==> src/rtl/arith_reduce_addi.sv <==
// ---------------------------------------------------------------------------
// arith_reduce_addi
//
// Streaming integer sum-reduction stage. It sits directly after the integer
// multiplier in dot-product and MAC datapaths. A reduction length N is
// accepted on the len channel. Exactly N elements are then summed from the
// in channel, modulo 2^WIDTH. The sum is presented on the result channel.
// All three channels use a valid/ready handshake. A transfer happens when
// valid and ready are both high at a rising clock edge.
//
// Parameters:
//   WIDTH        element and result width
//   CNT_W        width of the reduction-length field (max N = 2^CNT_W-1)
//
// Ports:
//   clk          clock, all state updates on the rising edge
//   rst          synchronous active-high reset
//   len_valid    reduction length offered
//   len_ready    reduction length accepted
//   len_data     number of elements N in the next reduction
//   in_valid     element offered
//   in_ready     element accepted
//   in_data      element value
//   result_valid sum available
//   result_ready downstream accepts the sum
//   result_data  sum of the N accepted elements, mod 2^WIDTH
// ---------------------------------------------------------------------------
module arith_reduce_addi #(
  parameter int WIDTH = 32,
  parameter int CNT_W = 16
) (
  input  logic             clk,
  input  logic             rst,
  input  logic             len_valid,
  output logic             len_ready,
  input  logic [CNT_W-1:0] len_data,
  input  logic             in_valid,
  output logic             in_ready,
  input  logic [WIDTH-1:0] in_data,
  output logic             result_valid,
  input  logic             result_ready,
  output logic [WIDTH-1:0] result_data
);

  typedef enum logic [1:0] {
    IDLE,
    ACCUM,
    EMIT
  } state_t;

  state_t           state, state_next;
  logic [WIDTH-1:0] acc, acc_next;
  logic [CNT_W-1:0] remaining, remaining_next;

  logic len_fire;
  logic in_fire;

  // Handshake outputs come only from registered state, plus rst.
  // In EMIT, len_ready also follows result_ready.
  // When the result is taken, the next length can load in the same cycle,
  // so the len channel sees no bubble between reductions.
  // While rst is high, every ready/valid is held low so that nothing
  // transfers during reset.
  always_comb begin
    len_ready    = 1'b0;
    in_ready     = 1'b0;
    result_valid = 1'b0;
    if (!rst) begin
      unique case (state)
        IDLE:    len_ready    = 1'b1;
        ACCUM:   in_ready     = 1'b1;
        EMIT: begin
          result_valid = 1'b1;
          len_ready    = result_ready;
        end
        default: ;
      endcase
    end
  end

  assign len_fire    = len_valid & len_ready;
  assign in_fire     = in_valid & in_ready;
  assign result_data = acc;

  // Next-state logic.
  // A length of zero goes straight to EMIT with a zero sum.
  // This guarantees ACCUM is never entered with remaining == 0,
  // so the down-counter cannot underflow.
  // In EMIT, the sum is accepted in the same cycle as any following length.
  always_comb begin
    state_next     = state;
    acc_next       = acc;
    remaining_next = remaining;
    unique case (state)
      IDLE: begin
        if (len_fire) begin
          acc_next       = '0;
          remaining_next = len_data;
          state_next     = (len_data == '0) ? EMIT : ACCUM;
        end
      end
      ACCUM: begin
        if (in_fire) begin
          acc_next       = acc + in_data;
          remaining_next = remaining - CNT_W'(1);
          if (remaining == CNT_W'(1)) begin
            state_next = EMIT;
          end
        end
      end
      EMIT: begin
        if (result_ready) begin
          if (len_fire) begin
            acc_next       = '0;
            remaining_next = len_data;
            state_next     = (len_data == '0) ? EMIT : ACCUM;
          end else begin
            state_next = IDLE;
          end
        end
      end
      default: state_next = IDLE;
    endcase
  end

  // State registers with synchronous reset.
  // Reset drops any partial sum and any pending result.
  always_ff @(posedge clk) begin
    if (rst) begin
      state     <= IDLE;
      acc       <= '0;
      remaining <= '0;
    end else begin
      state     <= state_next;
      acc       <= acc_next;
      remaining <= remaining_next;
    end
  end

endmodule

==> config.mk <==
export PLATFORM = sky130hd
export DESIGN_NAME = arith_reduce_addi
export DESIGN_NICKNAME = d
export VERILOG_FILES = /design/src/rtl/arith_reduce_addi.sv
export SDC_FILE = /design/constraint.sdc
export NUM_CORES = 1
export LEC_CHECK = 0
export CAP_MARGIN = 20
export CORE_MARGIN = 2
export CORE_UTILIZATION = 51
export DETAILED_ROUTE_END_ITERATION = 6
export HOLD_SLACK_MARGIN = 0.02
export PLACE_DENSITY = 0.79
export REMOVE_ABC_BUFFERS = 1
export SLEW_MARGIN = 10
export SYNTH_ARGS = -nofsm -noshare
export SYNTH_HDL_FRONTEND = slang
export SYNTH_SLANG_ARGS = --single-unit
==> constraint.sdc <==
create_clock -name clk -period 2.99 [get_ports clk]
set_clock_uncertainty 0.15 [all_clocks]
set_input_delay 0.4485 -clock clk [delete_from_list [all_inputs] [get_ports clk]]
set_output_delay 0.4485 -clock clk [all_outputs]
set_load 0.005 [all_outputs]
Yosys cells after proc, flatten, opt, wreduce, memory -nomap -nowiden
Cells that the tools add are included.
{"block": "word_totals", "reg_bits": 50, "input_bits": 53, "wordCells": 40}
{"block": "classes", "add_sub_neg": 2, "eq_ne": 7, "mux": 21, "bitwise_logic": 2, "reduce_logical": 5}
{"cell": "2-to-1 mux 32 bit", "count": 3}
{"cell": "case mux 32 bit (3 select lines)", "count": 1}
{"cell": "2-to-1 mux 16 bit", "count": 3}
{"cell": "case mux 16 bit (3 select lines)", "count": 1}
{"cell": "adder 32 bit", "count": 1}
{"cell": "== test 16 x 1 -> 1 bit (second input constant)", "count": 1}
{"cell": "logical NOT 16 bit", "count": 1}
{"cell": "subtractor 16 x 1 -> 16 bit (second input constant)", "count": 1}
{"cell": "2-to-1 mux 2 bit", "count": 6}
{"cell": "!= test 2 bit (second input constant)", "count": 4}
{"cell": "case mux 2 bit (3 select lines)", "count": 1}
{"cell": "2-to-1 mux 1 bit", "count": 5}
{"cell": "AND reduction 4 bit", "count": 1}
{"cell": "AND reduction 3 bit", "count": 1}
{"cell": "nonzero test 3 bit", "count": 1}
{"cell": "bitwise AND 1 bit", "count": 2}
{"cell": "== test 2 x 1 -> 1 bit (second input constant)", "count": 1}
{"cell": "== test 2 bit (second input constant)", "count": 1}
{"cell": "logical NOT 2 bit", "count": 1}
{"cell": "case mux 1 bit (2 select lines)", "count": 1}

Logic depth before layout (Yosys ltp)
{"block": "depth", "depth_word": 7, "ltp_mapped": 11, "ltp_nobuf": 11}

Least setup slack after synthesis
OpenSTA, ideal clock, no wires.
{"block": "synth_timing", "path_kind": "input to register", "start": "input port in_data[0]", "end": "register acc[30], in the netlist result_data[30]", "setup_time_ps": 117, "arrival_time_ps": 2517, "required_ps": 2723, "slack_ps": 206, "stages": 11, "cell_sequence": "ha_1 inv_1 fa_1 nor2b_4 o31a_4 o21ai_4 a21oi_2 a22oi_4 nor4_1 or4_1 a32o_1"}
{"block": "synth_between", "elab_chain_len": 3}
{"element": "start, declared", "line": "39", "text": "input logic [WIDTH-1:0] in_data,"}
{"element": "adder 32 bit", "line": "104", "text": "acc_next = acc + in_data;"}
{"element": "2-to-1 mux 32 bit", "line": "103", "text": "if (in_fire) begin"}
{"element": "case mux 32 bit (3 select lines)", "line": "94", "text": "unique case (state)"}
{"element": "end signal, assigned", "line": "135", "text": "acc <= acc_next;"}
{"element": "end, declared", "line": "52", "text": "logic [WIDTH-1:0] acc, acc_next;"}
No other way between the ends. The select of a mux whose other input is x is not followed.
A chain may end at the register's enable or synchronous reset.

Worst setup path after layout
Ends and elaborated chain as after synthesis.

==> impl_metrics.py <==
metrics = {
    "worst_setup_path": {
        "r2r_slack_ns": 0.32,
        "crit_fanout": 3,
        "cp-end-kind": "flop",
        "cp_data_arrival_time_ns": 2.96,
        "worstRegToRegCells": 11,
        "critPathTopFamily": "compound AO/OA/AOI/OAI gates",
        "cp.required_ns": 3.04,
        "start_kind": "input port",
        "max_stage_delay_ns": 0.46,
        "path_cells": "clkdlybuf4s50_1 -> ha_2 -> inv_2 -> fa_2 -> nor2b_4 -> o31a_4 -> o21ai_4 -> a21oi_4 -> a22oi_4 -> nor4_2 -> or4_1 -> a32o_1",
        "path_class": "input port to flop",
        "r2r_end": "result_data[30]$_SDFFE_PP0P_",
        "critPathSlowestCell": "or4_1",
        "r2r-start": "result_data[0]$_SDFFE_PP0P_",
        "path_buf_inv": 2,
    },
    "floorplanning": {
        "die_w_um": 90.1,
        "pin_count": 88,
        "rows": 31,
        "fp.dieH_um": 90.1,
        "core_mm2": 0.00721,
        "start_util_pct": 52.4,
        "die_area_mm2": 0.00812,
    },
    "final_layout": {
        "final_cells": 697,
        "n_antenna_cell": 0,
        "final_common_cell": "clkdlybuf4s50_1",
        "layout-drive-gt1-share_pct": 9.87,
        "syn_to_final_growth_pct": 35.1,
        "fin_util_pct": 70.8,
        "nets": 686,
        "final_cell_mix": "clkdlybuf4s50_1, a21oi_1, nor2_1",
        "design_area_mm2": 0.00511,
    },
    "place": {
        "hpwlAfterDp_um": 8070,
        "dpl_worst_slack_ns": -0.281,
        "dp_cells": 691,
        "postPlaceCellArea_mm2": 0.00499,
        "gp_congestion": 0.918,
        "placement.io_buffers": 87,
    },
    "global_routing": {
        "grt.overflow.total": 0,
        "antenna_found_initial": 0,
        "grt_pass1_wl_um": 17800,
        "grt_start_max_net_pins": 31,
        "grt_usage_pct": 25.7,
        "grt_pass1_vias": 3967,
    },
    "synthesis": {
        "avgSynthCellArea_um2": 7.73,
        "synthTopCellsByArea": "dfxtp_1, ha_1, a21oi_1, nor2_1, nand2_1",
        "async_reset_ff_share_pct": 0,
        "syn_inst": 489,
        "synth.top_cell.area_share_pct": 26.5,
        "syn_area_mm2": 0.00378,
        "synth_top_area_cell": "dfxtp_1",
        "ys.flop_type": "dfxtp_1",
        "synth_cell_type_count": 57,
        "yosysWarnings": 0,
        "ys_ff_latch": 50,
        "synth.yosys.seq_area_share_pct": 26.5,
        "synth_edf_count": 0,
    },
    "worst_hold_path": {
        "hp-class": "flop to flop",
        "min_from": "result_data[18]$_SDFFE_PP0P_",
        "hold_depth": 2,
        "hold_path_end": "result_data[18]$_SDFFE_PP0P_",
    },
    "routing": {
        "viasPerCell": 5.86,
        "drc": 0,
        "drtIter0Drc": 246,
        "vias": 4084,
        "wirelength_um": 10700,
        "final_antenna_net_count": 0,
        "drt_pre_antenna_iters": 5,
        "wl_per_cell_um": 15.4,
    },
    "sta": {
        "timing.final.ws_setup_ns": 0.0879,
        "worstMarginPinSlew_ns": 0.831,
        "setup_viol": 0,
        "finalSetupTns_ns": 0,
        "finalWorstPathRequiredPeriod_ns": 2.90,
        "slew_viol_final": 0,
        "min_period_over_period_pct": 97.1,
        "hold_ws_ns": 0.320,
        "relSlewSlack_pct": 44.5,
        "hold_violations": 0,
        "fmax_mhz": 345,
    },
    "power_and_ir_drop": {
        "switching_share_pct": 31.9,
        "power.leakage_nw": 2.14,
        "switchingPower_uw": 533,
        "seqPwrFrac_pct": 43.6,
        "combPwrFrac_pct": 32.2,
        "clkPwrFrac_pct": 24.2,
        "p_int_mw": 1.14,
        "power_density_mw_per_mm2": 327,
        "power_mw": 1.67,
        "peakVddDrop_uv": 218,
    },
    "clock_network": {
        "clk_latency_ns": 0.31,
        "cts_tree": "yes",
        "post_cts_buffers": 0,
        "cts_made_buffers": 5,
        "cts_root_buf": "clkbuf_8",
        "h-tree-depth": 2,
        "clkTransAtPathRegs_ns": 0.09,
        "cts_sinks": 50,
        "clock_path_buffers": 2,
    },
    "run": {
        "maxCapViolCount": 0,
    },
    "run_status": {
        "status": "finished, final reports clean",
    },
}
-- power by group through the flow --
stage	sequential, mW	combinational [mW]	clock (mW)
after global placement	0.742	0.515	0
after global routing	0.736	0.594	0.437
after CTS	0.729	0.531	0.408
after detailed placement	0.744	0.528	0
after floorplan	0.738	0.306	0
final	0.730	0.539	0.405
-- kinds of logic (layout without fill, tap and decap cells) --
kind of cell / after synthesis / in the layout / synth area share, %
mux: 6 / 6 / 1.62
fa+ha+maj: 34 / 34 / 11.4
flops: 50 / 50 / 26.5
simple gates: 163 / 163 / 20.5
compound gates: 176 / 176 / 30.1
xor+xnor: 28 / 28 / 6.48
buf+inv: 32 / 141 / 3.31
-- worst max path at each step --
stage / startpoint / endpoint / slack (ns) / cells after the start
final: in_data[0] / result_data[30]$_SDFFE_PP0P_ / 0.09 / 12
after global routing: in_data[0] / result_data[30]$_SDFFE_PP0P_ / -0.02 / 12
after CTS: in_data[0] / result_data[30]$_SDFFE_PP0P_ / 0.04 / 12
after detailed placement: in_data[0] / result_data[30]$_SDFFE_PP0P_ / -0.28 / 12
after global placement: in_data[0] / result_data[30]$_SDFFE_PP0P_ / -0.23 / 12
after floorplan: state[1]$_SDFFE_PP0P_ / remaining[6]$_SDFFE_PP0P_ / -0.07 / 6
-- Yosys cell counts, types with 3 or more instances --
master and count:
buf_2 4, xnor2_1 19, ha_1 33, nand4_1 3, a21o_1 13, o21ai_0 28
nor2b_1 6, a41oi_1 3, dfxtp_1 50, o31ai_1 5, or4_1 4, a31oi_1 5
nor4_1 8, nand3_1 9, and3_1 5, inv_1 11, a21oi_1 55, a211oi_1 5
nor3b_1 4, mux2i_1 5, nand2b_1 6, o21ai_1 7, nor2_1 53, nor3_1 11
o22ai_1 6, o21bai_1 4, o21a_1 5, o211ai_1 4, nand2_1 45, clkbuf_1 17
a22oi_1 18, xor2_1 9
-- worst register-to-register path, delay by kind of cell, from the launching register on --
kind                     cells  cell delay (ns)
AO/OA/AOI/OAI                5             1.03
AND/OR/NAND/NOR              3             0.59
adder cells (fa/ha/maj)      2             0.41
flip-flops                   1             0.34
buffers and inverters        1             0.06
-- registers in the layout (all words and copies together) (netlist names) --
register	count
state	2
remaining	16
result_data	32
-- layout make-up --
cell class	count	area [um^2]
Tap cell	99	124
Inverter	11	41.3
Clock buffer	6	82.6
Fill cell	644	2100
Multi-Input combinational cell	407	2700
Timing Repair Buffer	124	1160
Sequential cell	50	1000
-- metal layers --
metal  routed length, um  vias to the layer above  global-route usage (%)
li1                    -                     2019                       -
met1                4690                     1919                    32.2
met2                5360                      130                    46.4
met3                 558                       16                    3.60
met4                 104                        0                    6.03
met5                   0                        -                       0
-- what timing repair did --
| item | 4_1_cts | 5_1_grt |
|---|---|---|
| endpoints found under the setup margin | 0 | 6 |
| endpoints found under the hold margin | 0 | 0 |
| resized for setup | 0 | 10 |
| hold buffers | 0 | 0 |
No activity file was read; power rests on OpenSTA's default activity.
